==> config.mk <==
export PLATFORM = sky130hd
export DESIGN_NAME = ssrv_mem_bridge
export DESIGN_NICKNAME = d
export VERILOG_FILES = /design/src/rtl/ssrv_mem_bridge.sv
export SDC_FILE = /design/constraint.sdc
export NUM_CORES = 1
export LEC_CHECK = 0
export ABC_AREA = 1
export BUFFER_PORTS_ARGS = -buffer_cell sky130_fd_sc_hd__buf_2
export CAP_MARGIN = 10
export CORE_UTILIZATION = 52
export DETAILED_ROUTE_END_ITERATION = 6
export GPL_ROUTABILITY_DRIVEN = 0
export GPL_TIMING_DRIVEN = 0
export PLACE_DENSITY_LB_ADDON = 0.08
export SETUP_SLACK_MARGIN = 0.15
export SLEW_MARGIN = 30
export SYNTH_ARGS = -nofsm -noshare
export SYNTH_HDL_FRONTEND = slang
export SYNTH_SLANG_ARGS = --single-unit
==> constraint.sdc <==
create_clock -name clk -period 3 [get_ports clk]
set_input_delay 0.6 -clock clk [delete_from_list [all_inputs] [get_ports clk]]
set_output_delay 0.6 -clock clk [all_outputs]
set_load 0.005 [all_outputs]
==> src/rtl/ssrv_mem_bridge.sv <==
// rtl/ssrv_mem_bridge.sv - ssrv core memory port to SCR1 req/ack/resp bridge with in-order pipelined responses
package ssrv_mem_bridge_pkg;
    typedef enum logic {
        SCR1_MEM_CMD_RD = 1'b0,
        SCR1_MEM_CMD_WR = 1'b1
    } type_scr1_mem_cmd_e;

    typedef enum logic [1:0] {
        SCR1_MEM_WIDTH_BYTE  = 2'b00,
        SCR1_MEM_WIDTH_HWORD = 2'b01,
        SCR1_MEM_WIDTH_WORD  = 2'b10,
        SCR1_MEM_WIDTH_ERROR = 2'b11
    } type_scr1_mem_width_e;

    typedef enum logic [1:0] {
        SCR1_MEM_RESP_IDLE   = 2'b00,
        SCR1_MEM_RESP_RDY_OK = 2'b01,
        SCR1_MEM_RESP_RDY_ER = 2'b10
    } type_scr1_mem_resp_e;
endpackage

module ssrv_mem_bridge
    import ssrv_mem_bridge_pkg::*;
#(
    parameter int AW          = 32,
    parameter int DW          = 32,
    parameter int OUTSTANDING = 2,
    parameter int ALIGN_RDATA = 1
) (
    input  logic                 clk,
    input  logic                 pipe_rst_n,
    input  logic                 core_req,
    output logic                 core_gnt,
    input  logic                 core_cmd,
    input  logic [1:0]           core_width,
    input  logic                 core_unsigned,
    input  logic [AW-1:0]        core_addr,
    input  logic [DW-1:0]        core_wdata,
    input  logic                 core_flush,
    output logic                 core_resp,
    input  logic                 core_resp_rdy,
    output logic [DW-1:0]        core_rdata,
    output logic                 core_err,
    output logic                 mem_req,
    output type_scr1_mem_cmd_e   mem_cmd,
    output type_scr1_mem_width_e mem_width,
    output logic [AW-1:0]        mem_addr,
    output logic [DW-1:0]        mem_wdata,
    input  logic                 mem_req_ack,
    input  logic [DW-1:0]        mem_rdata,
    input  type_scr1_mem_resp_e  mem_resp,
    output logic                 busy,
    output logic                 proto_err
);
    localparam int OW = $clog2(OUTSTANDING + 1);
    localparam int PW = (OUTSTANDING > 1) ? $clog2(OUTSTANDING) : 1;
    localparam logic [OW-1:0] OCC_MAX  = OW'(OUTSTANDING);
    localparam logic [PW-1:0] PTR_LAST = PW'(OUTSTANDING - 1);

    typedef struct packed {
        type_scr1_mem_cmd_e   cmd;
        type_scr1_mem_width_e width;
        logic [1:0]           lane;
        logic                 uns;
    } meta_t;

    logic                 r_req_vld, r_drop, r_uns, r_proto_err;
    type_scr1_mem_cmd_e   r_cmd;
    type_scr1_mem_width_e r_width;
    logic [AW-1:0]        r_addr;
    logic [DW-1:0]        r_wdata;
    logic [OW-1:0]        r_occ, r_mcnt, r_rcnt;
    meta_t                r_meta [OUTSTANDING];
    logic [OUTSTANDING-1:0] r_mdrop;
    logic [PW-1:0]        r_mwp, r_mrp, r_rwp, r_rrp;
    logic [DW:0]          r_resp [OUTSTANDING];

    logic          w_acc, w_issue, w_mresp, w_mpop, w_hd_drop, w_rpush, w_rdrop, w_rpop;
    meta_t         w_hd, w_min;
    logic [DW-1:0] w_rdata;
    logic [OW-1:0] w_rdec;

    function automatic logic [PW-1:0] f_inc(input logic [PW-1:0] p);
        return (p == PTR_LAST) ? '0 : p + 1'b1;
    endfunction

    // Byte lane shift followed by sign/zero extension of sub-word reads
    function automatic logic [DW-1:0] f_align(input logic [DW-1:0] d, input meta_t m);
        logic [DW-1:0] s;
        s = d >> {m.lane, 3'b000};
        case (m.width)
            SCR1_MEM_WIDTH_BYTE:  return m.uns ? {{(DW-8){1'b0}}, s[7:0]} : {{(DW-8){s[7]}}, s[7:0]};
            SCR1_MEM_WIDTH_HWORD: return m.uns ? {{(DW-16){1'b0}}, s[15:0]} : {{(DW-16){s[15]}}, s[15:0]};
            default:              return s;
        endcase
    endfunction

    assign core_gnt  = (~r_req_vld | mem_req_ack) & (r_occ < OCC_MAX);
    assign w_acc     = core_req & core_gnt;
    assign w_issue   = r_req_vld & mem_req_ack;
    assign w_mresp   = (mem_resp != SCR1_MEM_RESP_IDLE);
    assign w_mpop    = w_mresp & (r_mcnt != '0);
    assign w_hd      = r_meta[r_mrp];
    assign w_hd_drop = r_mdrop[r_mrp] | core_flush;
    assign w_rpush   = w_mpop & ~w_hd_drop;
    assign w_rdrop   = w_mpop & w_hd_drop;
    assign w_rpop    = core_resp & core_resp_rdy & ~core_flush;
    assign w_rdec    = core_flush ? r_rcnt : OW'(w_rpop);

    always_comb begin
        w_min       = '0;
        w_min.cmd   = r_cmd;
        w_min.width = r_width;
        w_min.lane  = r_addr[1:0];
        w_min.uns   = r_uns;
        if (w_hd.cmd == SCR1_MEM_CMD_WR) w_rdata = '0;
        else if (ALIGN_RDATA != 0)       w_rdata = f_align(mem_rdata, w_hd);
        else                             w_rdata = mem_rdata;
    end

    always_ff @(posedge clk or negedge pipe_rst_n) begin
        if (!pipe_rst_n) begin
            r_req_vld <= 1'b0;
            r_drop    <= 1'b0;
            r_cmd     <= SCR1_MEM_CMD_RD;
            r_width   <= SCR1_MEM_WIDTH_BYTE;
            r_addr    <= '0;
            r_wdata   <= '0;
            r_uns     <= 1'b0;
        end else if (w_acc) begin
            r_req_vld <= 1'b1;
            r_drop    <= 1'b0;
            r_cmd     <= type_scr1_mem_cmd_e'(core_cmd);
            r_width   <= type_scr1_mem_width_e'(core_width);
            r_addr    <= core_addr;
            r_wdata   <= core_wdata;
            r_uns     <= core_unsigned;
        end else begin
            if (w_issue)    r_req_vld <= 1'b0;
            if (core_flush) r_drop    <= 1'b1;
        end
    end

    // A request issued in the flush cycle was accepted earlier, so it is dropped too
    always_ff @(posedge clk or negedge pipe_rst_n) begin
        if (!pipe_rst_n) begin
            r_mdrop <= '0;
            r_mwp   <= '0;
            r_mrp   <= '0;
            r_mcnt  <= '0;
        end else begin
            if (core_flush) r_mdrop <= '1;
            if (w_issue) begin
                r_mdrop[r_mwp] <= r_drop | core_flush;
                r_mwp          <= f_inc(r_mwp);
            end
            if (w_mpop) r_mrp <= f_inc(r_mrp);
            r_mcnt <= r_mcnt + OW'(w_issue) - OW'(w_mpop);
        end
    end

    always_ff @(posedge clk) begin
        if (w_issue) r_meta[r_mwp] <= w_min;
        if (w_rpush) r_resp[r_rwp] <= {mem_resp == SCR1_MEM_RESP_RDY_ER, w_rdata};
    end

    always_ff @(posedge clk or negedge pipe_rst_n) begin
        if (!pipe_rst_n) begin
            r_rwp <= '0;
            r_rrp <= '0;
            r_rcnt <= '0;
        end else if (core_flush) begin
            r_rwp <= '0;
            r_rrp <= '0;
            r_rcnt <= '0;
        end else begin
            if (w_rpush) r_rwp <= f_inc(r_rwp);
            if (w_rpop)  r_rrp <= f_inc(r_rrp);
            r_rcnt <= r_rcnt + OW'(w_rpush) - OW'(w_rpop);
        end
    end

    always_ff @(posedge clk or negedge pipe_rst_n) begin
        if (!pipe_rst_n) begin
            r_occ       <= '0;
            r_proto_err <= 1'b0;
        end else begin
            r_occ <= r_occ + OW'(w_acc) - w_rdec - OW'(w_rdrop);
            if (w_mresp && (r_mcnt == '0)) r_proto_err <= 1'b1;
        end
    end

    assign mem_req              = r_req_vld;
    assign mem_cmd              = r_cmd;
    assign mem_width            = r_width;
    assign mem_addr             = r_addr;
    assign mem_wdata            = r_wdata;
    assign core_resp            = (r_rcnt != '0);
    assign {core_err, core_rdata} = r_resp[r_rrp];
    assign busy                 = (r_occ != '0);
    assign proto_err            = r_proto_err;
endmodule

After elaboration in Yosys (flattened, before gate mapping)
Memory sizes are Yosys's and may differ from the RTL's.
Cells that the tools add are included.
- register bits: 83
- bits in writable memories: 78
- input bits: 108
- output and inout bits: 105
- word-level logic and storage cells: 91
- memories kept: 2
- $add $sub $neg: 11
- $lt $le $gt $ge: 4
- eq/ne operators: 2
- shifts and indexed selects: 1
- multiplexer cells: 29
- bitwise operators: 14
- reductions and logical operators: 12
- memories (name ; words ; width ; rd ports ; clocked after Yosys merged registers in ; wr ports ; line ; RTL):
    r_resp ; 2 ; 33 ; 1 ; 0 ; 1 ; 76 ; logic [DW:0] r_resp [OUTSTANDING];
    r_meta ; 2 ; 6 ; 1 ; 0 ; 1 ; 73 ; meta_t r_meta [OUTSTANDING];
- operator list (kind ; count):
    $mux W32 ; 3
    $pmux W32 S2 ; 1
    $shr A32 B5 Y32 ; 1
    $mux W1 ; 19
    $reduce_bool A2 Y1 ; 8
    $and A1 B1 Y1 ; 8
    $mux W2 ; 4
    $add A2 B1 Y2 ; 3
    $sub A2 B1 Y2 ; 3
    $add A1 B1 Y1 const B ; 4
    $logic_not A2 Y1 ; 2
    $lt A1 B2 Y1 const B ; 2
    $not A1 Y1 ; 3
    $or A1 B1 Y1 ; 3
    $bwmux W2 ; 1
    $eq A2 B1 Y1 const B ; 1
    $eq A2 B2 Y1 const B ; 1
    $logic_and A1 B1 Y1 ; 2
    $lt A2 B2 Y1 const B ; 1
    $sub A2 B2 Y2 ; 1
    $demux W1 S1 ; 1
    $ge A1 B1 Y1 const B ; 1

Logic depth before layout (Yosys ltp)
Gate-level depths: netlist of the first run.
- depth in word-level cells: 8
- gate-level depth with buffers: 11
- depth with buffers taken out: 10

Worst setup path after synthesis of the first run
Ideal clock, no wire load.
- path type: in2reg
- start point: input core_flush
- end point: memory r_resp[0][0] (netlist name), enable pin
- setup time: 0.423 ns
- arrival time: 2.596 ns
- data required time: 2.577 ns
- setup slack: -0.019 ns
- stages on the path: 6
- path buffers: 1
- cell sequence: clkbuf_1 > inv_1 > nand2_1 > a21oi_1 > nand2_1 > nor2_1
- longest elaborated chain between the ends: 5
- ends and longest elaborated chain (element ; line ; RTL):
    start, declared ; 39 ; input logic core_flush,
    $or A1 B1 Y1 ; 104 ; assign w_hd_drop = r_mdrop[r_mrp] | core_flush;
    $not A1 Y1 ; 105 ; assign w_rpush = w_mpop & ~w_hd_drop;
    $and A1 B1 Y1 ; 105 ;
    $mux W1 ; 164 ; if (w_rpush) r_resp[r_rwp] <= {mem_resp == SCR1_MEM_RESP_RDY_ER, w_rdata};
    $mux W1 (not written as such) ; 164 ;
    end, declared ; 76 ;
No other way between the ends.

Final worst setup path of the first run
- start point: register r_rrp
- end point: output core_rdata[23]
- longest elaborated chain between the ends: 1
- ends and longest elaborated chain (element ; line ; RTL):
    start, declared ; 75 ; logic [PW-1:0] r_mwp, r_mrp, r_rwp, r_rrp;
    start signal, assigned ; 178 ; if (w_rpop) r_rrp <= f_inc(r_rrp);
    $mem_v2 Z2 W33 ; - ;
    end, declared ; 42 ; output logic [DW-1:0] core_rdata,
No other way between the ends.

==> results of run 1 <==
per-layer routing:
layer	routed length (um)	part of all wire [%]	track usage, %
met5	0	0	0
met4	348	2.1	10.5
met3	1250	7.5	7.09
met2	8230	50	42.7
met1	6710	41	30.8
cell type report:
class                   instances  area share, %
flip-flops and latches        161           48.1
multi-input cells             548           26.4
repair buffers                216           12.6
clock buffers                  22           5.63
well taps                     176           2.40
plain buffers                  37           1.99
inverters                      41           1.80
clock inverters                10           1.02
Yosys cell counts, types with 3 or more instances:
library cell	instances
o21ai_0	6
buf_4	3
buf_2	11
xor2_1	4
nor2_1	21
inv_1	31
nand2_2	15
or2_2	3
clkbuf_1	21
xnor2_1	4
nand3_1	33
dfrtp_1	83
nand2_4	3
nand2_1	404
a211oi_1	7
inv_2	8
a21oi_1	35
ha_1	5
edfxtp_1	78
metrics by stage:
step	TNS, ns	area [sq um]	power (mW)
finish	0	9180	9.30
global route	0	9180	10.0
CTS	0	9160	9.36
detailed placement	0	8550	7.16
global placement	-66.83	8450	7.06
floorplan	-1.28	7170	5.78
critical path: cells and delay by family (launching register included):
kind,cells,cell delay [ns]
and+or+nand+nor,2,0.23
buffers and inverters,5,1.02
DFF,1,0.35
logic make-up (layout without fill, tap and decap cells):
family                     count (synthesis)  in the layout
AOI/OAI and AO/OA                         51             51
xor gates and xnor gates                   8              8
DFF                                      161            161
and+or+nand+nor                          483            483
buffers and inverters                     78            326
adders and majority gates                  6              6
power by group through the flow:
stage          clock network, mW  registers (mW)  logic [mW]
4_1_cts                     2.20            3.53        3.63
3_3_place_gp                   0            3.55        3.51
6_report                    2.16            3.53        3.60
5_1_grt                     2.29            3.61        4.11
3_5_place_dp                   0            3.53        3.63
2_1_floorplan                  0            3.57        2.21
cells in the final DEF, fill, tap and decap left out, types with 2 or more instances in the layout:
| cell | count |
|---|---|
| inv_1 | 31 |
| inv_2 | 8 |
| clkinv_4 | 2 |
| o21ai_0 | 6 |
| xor2_1 | 4 |
| nand2_2 | 15 |
| nand3_4 | 2 |
| clkbuf_16 | 19 |
| buf_6 | 2 |
| nand3_1 | 33 |
| clkbuf_1 | 21 |
| nand2_4 | 3 |
| buf_16 | 3 |
| buf_4 | 5 |
| edfxtp_1 | 78 |
| inv_4 | 2 |
| or2_2 | 3 |
| clkinv_2 | 2 |
| a211oi_1 | 7 |
| nand2_1 | 404 |
| dfrtp_1 | 83 |
| ha_1 | 5 |
| nor2_4 | 3 |
| nor2_1 | 19 |
| a21oi_1 | 35 |
| clkbuf_8 | 3 |
| buf_2 | 221 |
| xnor2_1 | 4 |
| clkinvlp_4 | 3 |
repair_timing:
| action | CTS | global route |
|---|---|---|
| buffers inserted | 0 | 2 |
| endpoints found under the setup margin | 0 | 13 |
| gates resized for setup | 0 | 1 |
flip-flops by register name, indices dropped and copies added (netlist names):
| name | flops |
|---|---|
| mem_wdata | 32 |
| r_rrp | 1 |
| mem_req | 1 |
| r_uns | 1 |
| proto_err | 1 |
| r_mdrop | 2 |
| r_mwp | 1 |
| r_mrp | 1 |
| mem_cmd | 1 |
| r_rcnt | 2 |
| r_rwp | 1 |
| r_resp | 66 |
| r_drop | 1 |
| r_occ | 2 |
| r_mcnt | 2 |
| r_meta | 12 |
| mem_addr | 32 |
| mem_width | 2 |
worst max path at each step:
stage / from / endpoint / slack, ns / cells after the start
finish: r_rrp / core_rdata[23] / 0.38 / 7
global route: r_rrp / core_rdata[27] / 0.21 / 7
CTS: r_rrp / core_rdata[23] / 0.26 / 6
detailed placement: core_flush / r_resp[0][6] / 0.46 / 7
global placement: core_flush / r_resp[0][6] / -1.03 / 6
floorplan: core_flush / r_resp[0][0] / -0.02 / 6
==> impl_metrics.yaml, run 1 <==
worst_setup_path:
  r2r_cells: 8
  r2r_slack_ns: 0.83
  cp-start-kind: "flop"
  arrival_ns: 2.02
  endpoint_kind: "output pin"
  cp.required_ns: 2.40
  slowest_stage: "clkbuf_1"
  critPathKind: "flop to output pin"
  slowest_delay_ns: 0.42
  reg2reg_to: "r_occ[1]"
  crit_path_cell_trace: "clkbuf_1 -> clkinvlp_4 -> buf_4 -> clkbuf_1 -> nand2_1 -> nand2_1 -> buf_2"
  cp_max_fo: 10
  r2r-start: "r_rcnt[1]"
sta:
  slew_viol_final: 0
  finClkSkew_ns: 0.00441
  grt_setup_unrepaired: "no"
  hold_viol_final: 0
  max_slew_margin_pct: 58.9
  tightestPinTransition_ns: 0.614
  period_minus_slack_ns: 2.62
  fin_ws_ns: 0.380
  min_period_over_period_pct: 87.3
  setup_viol: 0
  max_freq_mhz: 382
  fin_hold_ws_ns: 0.0269
place:
  dp_slack_ns: 0.459
  hpwlAfterDp_um: 12200
  port_buffers: 211
  place_inst: 1177
yosys:
  syn_area_per_cell_sq_um: 9.11
  synth_top_cell_by_area: "edfxtp_1"
  ys_seq_area_share_pct: 61.6
  syn_nets: 901
  syn_inst: 787
  synth_compound_area_share_pct: 4.05
  yosys.area_share.simple_pct: 27.4
  synthTopCellsByArea: "edfxtp_1 (33%), dfrtp_1 (29%), nand2_1 (21%), a21oi_1 (2.4%), nand3_1 (2.3%)"
  synthArstFlopShare_pct: 51.6
  synth_top_family_by_area: "simple AND/OR/NAND/NOR gates"
  synth_top_area_share_pct: 32.7
  synth_cell_types: 30
  netlist_area_sq_mm: 0.00717
  ys_seq_elements: 161
  yosys_warnings: 0
  synth.area.mux_share_pct: 0
  synth_xor_xnor_area_share_pct: 0.977
  ys.flop_type: "dfrtp_1"
  synthAdderAreaFrac_pct: 1.15
  synth-edff-count: 78
detailed_routing:
  drt_pre_antenna_iters: 5
  drc: 0
  vias: 5953
  wl_per_cell_um: 13.7
  routed_wirelength_um: 16500
  antenna_left: 0
  via_per_inst: 4.92
  drtIter0Drc: 411
global_routing:
  grt_use_total_pct: 25.4
  antenna_found_initial: 0
  grt_pass1_wl_um: 27700
  grt_max_degree: 59
  first_global_vias: 5858
  grt-ovfl-total: 0
pwr:
  clockPowerShare_pct: 23.3
  power_frac_comb_pct: 38.8
  p_leak_nw: 4.73
  swShare_pct: 36.5
  switchingPower_mw: 3.39
  ir_drop_mv: 0.613
  power.density_mw_per_mm2: 1010
  pwr-share-seq_pct: 38.0
  p_int_mw: 5.91
layout:
  nets: 1136
  multiInputGateArea_sq_mm: 0.00242
  fin_cells: 1211
  area.growth.synth_to_final_pct: 28.0
  regArea_sq_mm: 0.00442
  layout-drive-gt1-share_pct: 29.3
  antenna_cells: 0
  fillers: 1122
  final_util_pct: 68.8
cts:
  cts_tree: "done"
  cts_buffer_depth: 2
  htreeDepth: 4
  hold_buffers: 0
  clkLatencyLatePin_ns: 0.42
  cts_buffers: 17
  cts.sinks: 161
  path_clk_slew_ns: 0.06
  root_buffer: "clkbuf_16"
min_path:
  holdCritPathClass: "primary input to asynchronous set/reset pin"
floorplan:
  dieArea_sq_mm: 0.0143
  ioPinCount: 213
  chipWidth_um: 119
  die_h_um: 119
  num_rows: 42
  core-area_sq_mm: 0.0133
  initial_core_util_pct: 53.7
status:
  run_status: "complete, no violations"
flow_run:
  cap_violations: 0
No activity file was read; power rests on OpenSTA's default activity.
==> run 2: changes to the inputs <==
--- a/config.mk
+++ b/config.mk
@@ -8,6 +8,7 @@
 export ABC_AREA = 1
 export BUFFER_PORTS_ARGS = -buffer_cell sky130_fd_sc_hd__buf_2
 export CAP_MARGIN = 10
+export CORE_MARGIN = 3
 export CORE_UTILIZATION = 52
 export DETAILED_ROUTE_END_ITERATION = 6
 export GPL_ROUTABILITY_DRIVEN = 0
==> run 2 against run 1 <==
Effect of this change:
- final area down 0.27%
- die area increased by 6.8%
- combinational power hardly changed
- register-to-register slack worse by 0.04 ns
- sequential power about the same
- critical endpoint is now core_rdata[15]
- largest power group unchanged
==> impl_metrics.yaml, run 2 (same netlist as run 1, synthesis figures left out) <==
layout:
  layout-drive-gt1-share_pct: 29.0
  area.growth.synth_to_final_pct: 27.7
  largest-register: "r_resp"
  regArea_sq_mm: 0.00442
  fillers: 1100
  final_util_pct: 68.6
  final_cell_mix: "nand2_1 (404), buf_2 (221), dfrtp_1 (83), edfxtp_1 (78), a21oi_1 (35)"
  layout_commonest_cell: "nand2_1"
  multiInputGateArea_sq_mm: 0.00242
  antenna_cells: 0
  stdcell_area_sq_mm: 0.00915
  nets: 1135
  largest_reg_flops: 66
place:
  place_area_sq_mm: 0.00855
  dp_slack_ns: 0.449
  hpwlAfterDp_um: 12700
  port_buffers: 211
detailed_routing:
  drt_pre_antenna_iters: 5
  antenna_left: 0
  routed_wirelength_um: 17200
  drc: 0
  drtIter0Drc: 440
  wl_per_cell_um: 14.2
  vias: 5924
  via_per_inst: 4.90
global_routing:
  grt-ovfl-total: 0
  antenna_found_initial: 0
  grt_max_degree: 72
  first_global_vias: 5662
  grt_use_total_pct: 23.5
  grt_pass1_wl_um: 27200
worst_setup_path:
  cp.required_ns: 2.40
  cp_max_fo: 10
  critPathKind: "flop to output pin"
  endpoint_kind: "output pin"
  arrival_ns: 2.11
  cp-start-kind: "flop"
pwr:
  ir_drop_mv: 0.482
  power.density_mw_per_mm2: 1010
  total_power_mw: 9.28
  p_leak_nw: 4.73
min_path:
  holdCritPathClass: "primary input to flop"
cts:
  root_buffer: "clkbuf_16"
  cts_tree: "done"
  cts.sinks: 161
  path_clk_slew_ns: 0.06
  clkLatencyLatePin_ns: 0.43
  htreeDepth: 4
  cts_buffers: 17
  cts_buffer_depth: 2
flow_run:
  cap_violations: 0
sta:
  fin_ws_ns: 0.291
  tightestPinTransition_ns: 0.623
  min_period_over_period_pct: 90.3
  slew_viol_final: 0
  period_minus_slack_ns: 2.71
  grt_setup_unrepaired: "no"
  finClkSkew_ns: 0.00923
  finalSetupTns_ns: 0
  max_freq_mhz: 369
  max_slew_margin_pct: 58.5
  setup_viol: 0
  hold_viol_final: 0
floorplan:
  ioPinCount: 213
  chipWidth_um: 123
  die_h_um: 123
  core-area_sq_mm: 0.0133
  initial_core_util_pct: 53.7
  num_rows: 42
  dieArea_sq_mm: 0.0152
status:
  run_status: "complete, no violations"
[run 2: changes by cell type in the layout (fill, tap and decap cells not counted), sizes merged]
cell / delta
dlygate4sd3: +1
buf: -2
clkinv: +4
inv: -3
clkinvlp: -2
bufinv: +1
[run 2: metrics by stage]
| step | hold slack [ns] | instances |
|---|---|---|
| after detailed placement | 0.430 | 1177 |
| final | 0.363 | 1210 |
| after global placement | 0.437 | 1174 |
| after CTS | 0.349 | 1210 |
| after global routing | 0.351 | 1210 |
| after floorplan | 0.304 | 787 |
[run 2: power by group]
part | switching [mW] | leakage [nW] | internal (mW) | total, mW
clock network | 0.815 | 0.299 | 1.31 | 2.12
registers | 0.354 | 1.74 | 3.20 | 3.55
logic | 2.22 | 2.69 | 1.39 | 3.61
total | 3.39 | 4.73 | 5.89 | 9.28
[run 2: worst max-delay path, stage by stage, from the launching register on]
cell and delay, ns:
dfrtp_1 0.33, clkbuf_1 0.35, clkinvlp_4 0.36, clkbuf_1 0.33, nand2_1 0.12, nand2_1 0.07, buf_2 0.13
[run 2: cell type report]
type                            count  share of cell area, %
Multi-Input combinational cell    548                   26.4
Tap cell                          176                   2.41
Clock buffer                       22                   5.28
Timing Repair Buffer              215                   12.6
Inverter                           41                   1.80
Buffer                             37                   2.00
Clock inverter                     10                   1.18
Sequential cell                   161                   48.3
[run 2: layer usage]
layer / up-vias / track usage (%) / wire, um
li1: 2963 / - / -
met1: 2700 / 28.1 / 7000
met2: 236 / 40.6 / 8520
met3: 25 / 6.36 / 1380
met4: 0 / 9.00 / 321
met5: - / 0 / 0
[run 2: path summary, 6_finish.rpt]
check                           cells past startpoint  slack [ns]             end      startpoint
max in group asynchronous                           3        1.87    mem_addr[12]      pipe_rst_n
worst min-delay path                                3        0.36   mem_wdata[13]  core_wdata[13]
min in group asynchronous                           2        0.57       r_rcnt[1]      pipe_rst_n
worst max-delay path                                6        0.29  core_rdata[15]           r_rrp
worst min register to register                      1        0.45       proto_err       proto_err
worst max register to register                      8        0.79        r_occ[1]       r_rcnt[1]
[run 2: what timing repair did]
action | CTS | global route
endpoints found under the hold margin | 12 | 0
gates resized for setup | 0 | 1
endpoints found under the setup margin | 0 | 6
hold buffers | 1 | 0
buffers inserted | 0 | 0
